[config.mk]
export PLATFORM = sky130hd
export DESIGN_NAME = lsu_mem_stage
export DESIGN_NICKNAME = d
export VERILOG_FILES = /design/src/rtl/lsu_mem_stage.sv
export SDC_FILE = /design/constraint.sdc
export NUM_CORES = 1
export LEC_CHECK = 0
export BUFFER_PORTS_ARGS = -buffer_cell sky130_fd_sc_hd__buf_2
export CORE_AREA = 2 2 226 228
export CTS_BUF_LIST = sky130_fd_sc_hd__clkbuf_16
export DETAILED_ROUTE_END_ITERATION = 10
export DIE_AREA = 0 0 228 230
export SLEW_MARGIN = 20
export SYNTH_ARGS = -nofsm -noshare
export SYNTH_HDL_FRONTEND = slang
export SYNTH_SLANG_ARGS = --single-unit
[constraint.sdc]
create_clock -name clk -period 4.5 [get_ports clk]
set_input_delay 0.225 -clock clk [delete_from_list [all_inputs] [get_ports clk]]
set_output_delay 0.225 -clock clk [all_outputs]
set_load 0.05 [all_outputs]
[src/rtl/lsu_mem_stage.sv]
// MEM-stage load/store unit for the 5-stage RV64 core.
// Takes the held EX/MEM bundle and drives the data-memory port.
// Loads and stores complete through a req/gnt/rvalid handshake.
// Produces aligned, extended load data and a one-cycle completion strobe for mem_wb_reg.
//
// Ports:
//   clk, rst             clock, asynchronous active-low reset
//   in_*                 EX/MEM bundle (held until in_ready)
//   in_ready             bundle retires this cycle (equals out_valid)
//   dmem_*               data-memory request/grant/read-valid port
//   out_valid            completion strobe; out_* are zero while it is low
//   out_misalign         access was misaligned, no bus activity
//   out_bus_err          bus timed out waiting for gnt or rvalid
module lsu_mem_stage #(
  parameter int unsigned ADDR_W      = 32,
  parameter int unsigned TIMEOUT_CYC = 255
) (
  input  logic              clk,
  input  logic              rst,
  input  logic              in_valid,
  output logic              in_ready,
  input  logic [31:0]       in_pc,
  input  logic [31:0]       in_inst,
  input  logic [4:0]        in_rd,
  input  logic              in_rd_w_en,
  input  logic              in_mem_r_en,
  input  logic              in_mem_w_en,
  input  logic [2:0]        in_funct3,
  input  logic [63:0]       in_exu_result,
  input  logic [63:0]       in_x_rs2,
  output logic              dmem_req,
  output logic              dmem_we,
  output logic [ADDR_W-4:0] dmem_addr,
  output logic [63:0]       dmem_wdata,
  output logic [7:0]        dmem_wstrb,
  input  logic              dmem_gnt,
  input  logic              dmem_rvalid,
  input  logic [63:0]       dmem_rdata,
  output logic              out_valid,
  output logic [31:0]       out_pc,
  output logic [31:0]       out_inst,
  output logic [4:0]        out_rd,
  output logic [63:0]       out_exu_result,
  output logic              out_rd_w_en,
  output logic [63:0]       out_lsu_r_data,
  output logic              out_misalign,
  output logic              out_bus_err
);

  // A zero-width counter is illegal, so the disabled case still keeps one bit.
  localparam int unsigned   CntW   = (TIMEOUT_CYC == 0) ? 1 : $clog2(TIMEOUT_CYC + 1);
  localparam logic [CntW-1:0] CntMax = CntW'(TIMEOUT_CYC);

  typedef enum logic [0:0] {StIdle, StWaitR} state_e;

  state_e          state_q, state_d;
  logic [CntW-1:0] cnt_q, cnt_d;

  logic [2:0]  off;
  logic [1:0]  size;
  logic        is_mem;
  logic        mis_raw;
  logic [7:0]  strb_base;
  logic [63:0] load_shift;
  logic [63:0] load_ext;
  logic        timeout;

  // Completion events for the current cycle.
  logic fin;
  logic fin_mis;
  logic fin_err;
  logic fin_load;
  logic req;

  // Access decode, lane placement and load extraction.
  always_comb begin
    off        = in_exu_result[2:0];
    size       = in_funct3[1:0];
    is_mem     = in_mem_r_en | in_mem_w_en;
    mis_raw    = 1'b0;
    strb_base  = 8'hFF;
    unique case (size)
      2'b00: begin mis_raw = 1'b0;       strb_base = 8'h01; end
      2'b01: begin mis_raw = off[0];     strb_base = 8'h03; end
      2'b10: begin mis_raw = |off[1:0];  strb_base = 8'h0F; end
      default: begin mis_raw = |off;     strb_base = 8'hFF; end
    endcase
    load_shift = dmem_rdata >> {off, 3'b000};
    case (in_funct3)
      3'b000:  load_ext = {{56{load_shift[7]}}, load_shift[7:0]};
      3'b001:  load_ext = {{48{load_shift[15]}}, load_shift[15:0]};
      3'b010:  load_ext = {{32{load_shift[31]}}, load_shift[31:0]};
      3'b100:  load_ext = {56'd0, load_shift[7:0]};
      3'b101:  load_ext = {48'd0, load_shift[15:0]};
      3'b110:  load_ext = {32'd0, load_shift[31:0]};
      default: load_ext = load_shift;
    endcase
  end

  // Per-cycle events: what completes and whether a request is on the bus.
  always_comb begin
    fin      = 1'b0;
    fin_mis  = 1'b0;
    fin_err  = 1'b0;
    fin_load = 1'b0;
    req      = 1'b0;
    timeout  = (TIMEOUT_CYC != 0) && (cnt_q == CntMax);
    unique case (state_q)
      StIdle: begin
        if (in_valid) begin
          if (!is_mem) begin
            fin = 1'b1;
          end else if (mis_raw) begin
            fin     = 1'b1;
            fin_mis = 1'b1;
          end else begin
            req = 1'b1;
            if (dmem_gnt) begin
              fin = in_mem_w_en;
            end else if (timeout) begin
              fin     = 1'b1;
              fin_err = 1'b1;
            end
          end
        end
      end
      StWaitR: begin
        if (dmem_rvalid) begin
          fin      = 1'b1;
          fin_load = 1'b1;
        end else if (timeout) begin
          fin     = 1'b1;
          fin_err = 1'b1;
        end
      end
      default: ;
    endcase
  end

  // Next-state logic.
  always_comb begin
    state_d = state_q;
    cnt_d   = cnt_q;
    unique case (state_q)
      StIdle: begin
        if (req && dmem_gnt && in_mem_r_en) begin
          state_d = StWaitR;
        end else if (req && !dmem_gnt && !fin) begin
          cnt_d = cnt_q + 1'b1;
        end
      end
      StWaitR: begin
        if (fin) begin
          state_d = StIdle;
        end else begin
          cnt_d = cnt_q + 1'b1;
        end
      end
      default: state_d = StIdle;
    endcase
    if (fin) begin
      cnt_d = '0;
    end
  end

  always_ff @(posedge clk or negedge rst) begin
    if (!rst) begin
      state_q <= StIdle;
      cnt_q   <= '0;
    end else begin
      state_q <= state_d;
      cnt_q   <= cnt_d;
    end
  end

  // Outputs; rst gates the combinational strobes so nothing leaks out during reset.
  always_comb begin
    out_valid      = fin & rst;
    in_ready       = out_valid;
    dmem_req       = req & rst;
    dmem_we        = dmem_req & in_mem_w_en;
    dmem_addr      = in_exu_result[ADDR_W-1:3];
    dmem_wstrb     = dmem_we ? (strb_base << off) : 8'h00;
    dmem_wdata     = dmem_we ? (in_x_rs2 << {off, 3'b000}) : 64'd0;
    out_pc         = out_valid ? in_pc : 32'd0;
    out_inst       = out_valid ? in_inst : 32'd0;
    out_rd         = out_valid ? in_rd : 5'd0;
    out_exu_result = out_valid ? in_exu_result : 64'd0;
    out_misalign   = out_valid & fin_mis;
    out_bus_err    = out_valid & fin_err;
    out_rd_w_en    = out_valid & in_rd_w_en & ~fin_mis & ~fin_err;
    out_lsu_r_data = (out_valid & fin_load) ? load_ext : 64'd0;
  end

endmodule
==> results of run 1 <==
==> stage by stage <==
| stage | hold slack [ns] | instances |
|---|---|---|
| floorplan | -0.07059 | 852 |
| global placement | 0.1449 | 1993 |
| detailed placement | 0.1368 | 1993 |
| CTS | 0.2963 | 1998 |
| global route | 0.3082 | 2001 |
| finish | 0.2966 | 2007 |
==> worst min path at each step <==
| stage | end | cells after the start |
|---|---|---|
| after CTS | state_q$_DFF_PN0_ | 3 |
| after global placement | state_q$_DFF_PN0_ | 1 |
| after floorplan | cnt_q[0]$_DFFE_PN0P_ | 0 |
| after detailed placement | state_q$_DFF_PN0_ | 1 |
| final | state_q$_DFF_PN0_ | 3 |
| after global routing | state_q$_DFF_PN0_ | 3 |
==> cells by family after synthesis <==
group | synth area share [%]
buffers and inverters | 10.99
muxes | 32.33
DFF | 3.849
adders and majority gates | 0.2138
xor gates and xnor gates | 0.7483
AOI/OAI and AO/OA | 18.62
and+or+nand+nor | 33.25
==> layout make-up <==
cell class / count / area share (%)
clock buffers: 3 / 0.8126
well taps: 672 / 9.101
repair buffers: 594 / 33.03
inverters: 6 / 0.2438
flip-flops and latches: 9 / 2.438
diodes: 8 / 0.2167
clock inverters: 1 / 0.05417
multi-input cells: 714 / 54.10
==> per-layer routing <==
layer / global-route usage (%) / up-vias / routed length [µm] / part of all wire (%)
li1: - / 4045 / - / -
met2: 22.45 / 426 / 18200 / 48
met3: 3.844 / 54 / 3319 / 8.7
met5: 0 / - / 104 / 0.27
met4: 3.533 / 16 / 1029 / 2.7
met1: 16.55 / 4080 / 15650 / 41
==> sequential cells by signal, summed over array words and instances, names as in the netlist <==
register and count:
state_q 1, cnt_q 8
==> where the power goes <==
| part | total (µW) | switching (µW) | internal (µW) |
|---|---|---|---|
| Clock | 160 | 42.6 | 117 |
| Combinational | 1100 | 746 | 357 |
| Sequential | 88.9 | 3.98 | 84.9 |
==> synth_stat cells, types with 3 or more instances <==
cell / number
buf_2: 28
nand3_1: 10
nor2b_1: 4
or2_2: 7
o21ai_1: 6
and3_1: 141
o211ai_1: 7
xnor2_1: 5
nand2b_1: 3
nor3_1: 5
mux4_2: 38
o22ai_1: 3
buf_4: 31
o221ai_1: 5
buf_1: 8
o21a_1: 3
and2_1: 17
mux2_2: 28
nand2_1: 73
dfrtp_1: 9
nor2_1: 109
inv_1: 4
nand4_1: 3
mux2i_1: 72
a22oi_1: 18
o21ai_0: 55
a21oi_1: 72
a21o_1: 3
clkbuf_1: 55
==> tightest hold or removal path, stage by stage <==
cell	delay [ns]
buf_2	0.12
nand3_1	0.07
o22ai_1	0.07
==> flow_metrics.tcl, run 1 <==
set metrics [dict create \
    status "complete, no violations" \
    via_per_inst 4.295 \
    ys_async_sr_fraction_pct 100.0 \
    worst-r2r-setup-slack_ns 2.31 \
    synth_area_leader_cell "and3_1" \
    fmax_ghz 0.3001 \
    placeable_core_region_um2 49860 \
    yosys_warnings 0 \
    worst-r2r-cell-count 6 \
    power_uw 1353 \
    cts_max_path_buffers 2 \
    synthesis.area_um2 5852 \
    ys.flop_type "dfrtp_1" \
    clock_tree.root_cell "clkbuf_16" \
    crit_path_cell_trace "dlygate4sd3_1, buf_4, nand3_1, or3_1, o21ai_0, buf_2" \
    power.static_leakage_uw 0.005349 \
    wl_per_cell_um 19.08 \
    total_track_usage_pct 13.32 \
    drive_gt1_share_pct 51.32 \
    initial_util_pct 11.74 \
    io-pin-count 577 \
    max_stage_delay_cell_worst_path "or3_1" \
    layout.nets 1601 \
    cts_sink_cnt 9 \
    setup_ws_ns 1.167 \
    grt_overflow_total 0 \
    max-vdd-ir-drop_uv 140.4 \
    pre_cts_slack_ns 1.284 \
    cellPowerDensity_nw_per_um2 146.4 \
    rsz0062_at_grt "false" \
    postLayoutCoreUtil_pct 18.53 \
    cp-endpoint "out_lsu_r_data[47]" \
    maximum_number_of_pins_on_one_net_before_global_route_repair 138 \
    syn_nets 1125 \
    die_span_x_um 228 \
    cp_data_arrival_time_ns 3.11 \
    postSynthAreaPerCell_um2 6.868 \
    worst_setup_path_startpoint "rst" \
    multi_input_area_um2 4999 \
    core.rowCount 82 \
    setup_tns_ns 0 \
    grt_pass1_vias 8023 \
    worst_setup_path_start_kind "primary input" \
    headroom_to_the_max_slew_limit_pct 25.95 \
    floorplan.die_area_um2 52440 \
    finClkSkew_ns 0.003953 \
    cts_tree "done" \
    io_buffer_count 576 \
    maxCapViolations 0 \
    initial_drc_count 557 \
    route.antenna.remaining_nets 0 \
    report.final.hold_viol_count 0 \
    timing.critical_path.buf_inv 3 \
    r2r_end "cnt_q[7]$_DFFE_PN0P_" \
    critical-path-top-delay-family "simple AND/OR/NAND/NOR gates" \
    finalSetupViolCount 0 \
    drt_pre_antenna_iters 5 \
    worst_slew_pin_slew_ns 1.107 \
    clock_latency_ns 0.24 \
    post_synth_num_cell_types 53 \
    grt_first_pass_wirelength_um 53200 \
    hpwlAfterDp_um 31250 \
    layout.cells.most_common "buf_2" \
    cts_hold_buffers 1 \
    initial_antenna_violation_count 19 \
    final-max-slew-violation-count 0 \
    path_class "primary input to primary output" \
    syn_to_final_growth_pct 57.88 \
    final_cell_mix "buf_2, and3_1, nor2_1, nand2_1" \
    worst_hold_path_type "primary input to register" \
    worstReg2RegStart "state_q$_DFF_PN0_" \
    synth_top_area_share_pct 15.07 \
    dpl_cell_area_um2 9101 \
    crit_path_max_cell_delay_ns 0.85 \
    post_cts.repair.setup_buffers 0 \
    finalWorstPathRequiredPeriod_ns 3.333 \
    hold_path.startpoint "in_mem_r_en" \
    cp_num_cells 6 \
    regArea_um2 225.2 \
    end_kind "primary output" \
    nFillCells 5789 \
    post_synth_inst_count 852 \
    post_synth_main_area_contributors "and3_1, mux4_2, mux2i_1" \
    postCtsResizedCells 0 \
    placer_congestion_estimate 0.9350 \
    crit_required_ns 4.28 \
    totalWireLength_um 38300 \
    numCtsBuffers 3 \
    crit_path_max_fanout 22 \
    synth.yosys.seq_area_share_pct 3.849 \
    floorplan.die.height_um 230 \
    htree_levels 1 \
    drc_errors 0 \
    route.vias.total 8621 \
    timing.final.crit_share_pct 74.06 \
    synth-seq-cells 9 \
    synth-edff-count 0 \
    clock_pin_slew_of_the_registers_on_the_worst_case_setup_and_hold_paths_ns 0.04 \
    finalInstanceArea_um2 9239 \
]
Note: power is estimated with default switching activity, not from simulation.
==> run 2: changes to the inputs <==
--- a/config.mk
+++ b/config.mk
@@ -6,10 +6,10 @@
 export NUM_CORES = 1
 export LEC_CHECK = 0
 export BUFFER_PORTS_ARGS = -buffer_cell sky130_fd_sc_hd__buf_2
-export CORE_AREA = 2 2 226 228
+export CORE_AREA = 2 2 227 229
 export CTS_BUF_LIST = sky130_fd_sc_hd__clkbuf_16
 export DETAILED_ROUTE_END_ITERATION = 10
-export DIE_AREA = 0 0 228 230
+export DIE_AREA = 0 0 229 231
 export SLEW_MARGIN = 20
 export SYNTH_ARGS = -nofsm -noshare
 export SYNTH_HDL_FRONTEND = slang
==> constraint.sdc (replaced) <==
create_clock -name clk -period 3 [get_ports clk]
set_input_delay 0.15 -clock clk [delete_from_list [all_inputs] [get_ports clk]]
set_output_delay 0.15 -clock clk [all_outputs]
set_load 0.05 [all_outputs]
==> flow_metrics.tcl, run 2 (synthesis results as in run 1) <==
set metrics [dict create \
    crit_path_max_cell_delay_ns 0.38 \
    maximum_number_of_pins_on_one_net_before_global_route_repair 138 \
    initial_util_pct 11.55 \
    syn_to_final_growth_pct 71.78 \
    path_class "register to primary output" \
    cp_data_arrival_time_ns 2.67 \
    numCtsBuffers 3 \
    timing.critical_path.buf_inv 2 \
    cts_max_path_buffers 2 \
    core.rowCount 83 \
    pre_cts_slack_ns 0.3175 \
    cellPowerDensity_nw_per_um2 214.5 \
    setup_tns_ns 0 \
    groute.layer.met1.usage_pct 18.25 \
    worst_hold_path_type "primary input to register" \
    power.static_leakage_uw 0.005538 \
    fmax_ghz 0.3552 \
    status "complete, no violations" \
    layout.nets 1606 \
    worst_setup_path_start_kind "register" \
    totalWireLength_um 41810 \
    initial_drc_count 605 \
    crit_required_ns 2.85 \
    finalWorstPathRequiredPeriod_ns 2.815 \
    drive_gt1_share_pct 51.43 \
    route.vias.total 8753 \
    die_span_x_um 229 \
    grt_pass1_vias 7866 \
    hpwlAfterDp_um 34920 \
    timing.final.crit_share_pct 93.84 \
    crit_path_max_fanout 137 \
    floorplan.die_area_um2 52900 \
    worstReg2RegStart "state_q$_DFF_PN0_" \
    final-max-slew-violation-count 0 \
    registers.top_by_ff_count "cnt_q" \
    placer_congestion_estimate 0.9152 \
    cts_sink_cnt 9 \
    globalRouteMet2Util_pct 26.07 \
    grt_first_pass_wirelength_um 56770 \
    headroom_to_the_max_slew_limit_pct 52.14 \
    setup_ws_ns 0.1849 \
    route.antenna.remaining_nets 0 \
    report.final.hold_viol_count 0 \
    post_cts.repair.setup_buffers 0 \
    floorplan.die.height_um 231 \
    final_cell_mix "buf_2, and3_1, nor2_1, nand2_1" \
    finalSetupViolCount 0 \
    worst_setup_path_startpoint "cnt_q[0]$_DFFE_PN0P_" \
    clock_tree.root_cell "clkbuf_16" \
    end_kind "primary output" \
    biggestRegsByFlops "cnt_q: 8 flops, state_q: 1 flops" \
    grt_use_met3_pct 1.989 \
    wl_per_cell_um 20.71 \
    io-pin-count 577 \
    rsz0062_at_grt "false" \
    nFillCells 5815 \
    clock_pin_slew_of_the_registers_on_the_worst_case_setup_and_hold_paths_ns 0.04 \
    largest_register_ff_count 8 \
    io_buffer_count 576 \
    total_track_usage_pct 14.48 \
    critical-path-top-delay-family "simple AND/OR/NAND/NOR gates" \
    grt_overflow_total 0 \
    htree_levels 1 \
    clock_latency_ns 0.24 \
    worst_slew_pin_slew_ns 0.7157 \
    layout.cells.most_common "buf_2" \
    top_usage_layer "met2" \
    placeable_core_region_um2 50680 \
    finClkSkew_ns 0.005082 \
    cts_tree "done" \
    via_per_inst 4.335 \
    maxCapViolations 0 \
    max_stage_delay_cell_worst_path "dfrtp_1" \
    crit_path_cell_trace "ha_1, nand3_1, nor2_1, o22ai_1, nor2_4, buf_12, and3_1, buf_2" \
    initial_antenna_violation_count 13 \
    drt_pre_antenna_iters 6 \
    hold_path.startpoint "in_mem_r_en" \
    max-vdd-ir-drop_uv 250.2 \
    drc_errors 0 \
]
## run 2: cell types whose count changed in the layout (fill, tap and decap cells not counted), sizes merged
cell,previous run,this run
inv,5,6
buf,593,598
diode,8,7
clkinv,2,1
## run 2: final cells by class
cell class	instances	area (µm²)	area share (%)
well taps	680	850.8	8.464
clock inverters	1	3.754	0.03734
clock buffers	3	75.07	0.7468
multi-input cells	714	5007	49.81
repair buffers	599	3850	38.30
inverters	6	22.52	0.2240
diodes	7	17.52	0.1743
flip-flops and latches	9	225.2	2.240
## run 2: per-layer routing
| layer | up-vias | share of wire [%] |
|---|---|---|
| met5 | - | 0.096 |
| met4 | 6 | 1.7 |
| met3 | 49 | 6.4 |
| met2 | 489 | 51 |
| met1 | 4159 | 41 |
| li1 | 4050 | - |
## run 2: what timing repair did
| action | in CTS | in global routing |
|---|---|---|
| resized for setup | 0 | 1 |
| hold buffers | 1 | 0 |
| endpoints found under the setup margin | 0 | 24 |
| hold endpoints to repair | 3 | 0 |
## run 2: worst reg2reg max path, cell delays in order, from the launching register on
cell and delay [ns]:
dfrtp_1 0.43, nor2b_1 0.19, o21ai_0 0.20, or3_1 0.48, and2_4 0.20, or4_1 0.47
a21oi_1 0.15
## run 2: stage by stage
step	hold WS [ns]	power [µW]	std cells	instance area, µm²	util, %
floorplan	-0.1456	1269	852	5852	-
global placement	0.08969	1919	2007	9937	19.61
detailed placement	0.09184	1919	2007	9937	19.61
CTS	0.2112	2163	2012	10030	19.78
global route	0.2229	2272	2017	10050	19.83
finish	0.2061	2156	2019	10050	19.84
## run 2: final timing paths
path | to | slack [ns] | cells after the start
worst min-delay path | state_q$_DFF_PN0_ | 0.21 | 3
worst min register to register | cnt_q[0]$_DFFE_PN0P_ | 0.53 | 1
worst max-delay path | out_exu_result[48] | 0.18 | 8
min in group asynchronous | cnt_q[6]$_DFFE_PN0P_ | 0.40 | 2
worst max register to register | cnt_q[7]$_DFFE_PN0P_ | 0.81 | 6
max in group asynchronous | cnt_q[3]$_DFFE_PN0P_ | 2.00 | 3
## run 2: power breakdown
part           switching (µW)  internal, µW
sequential               5.92           127
combinational            1160           620
clock                    66.0           175
total                    1230           922
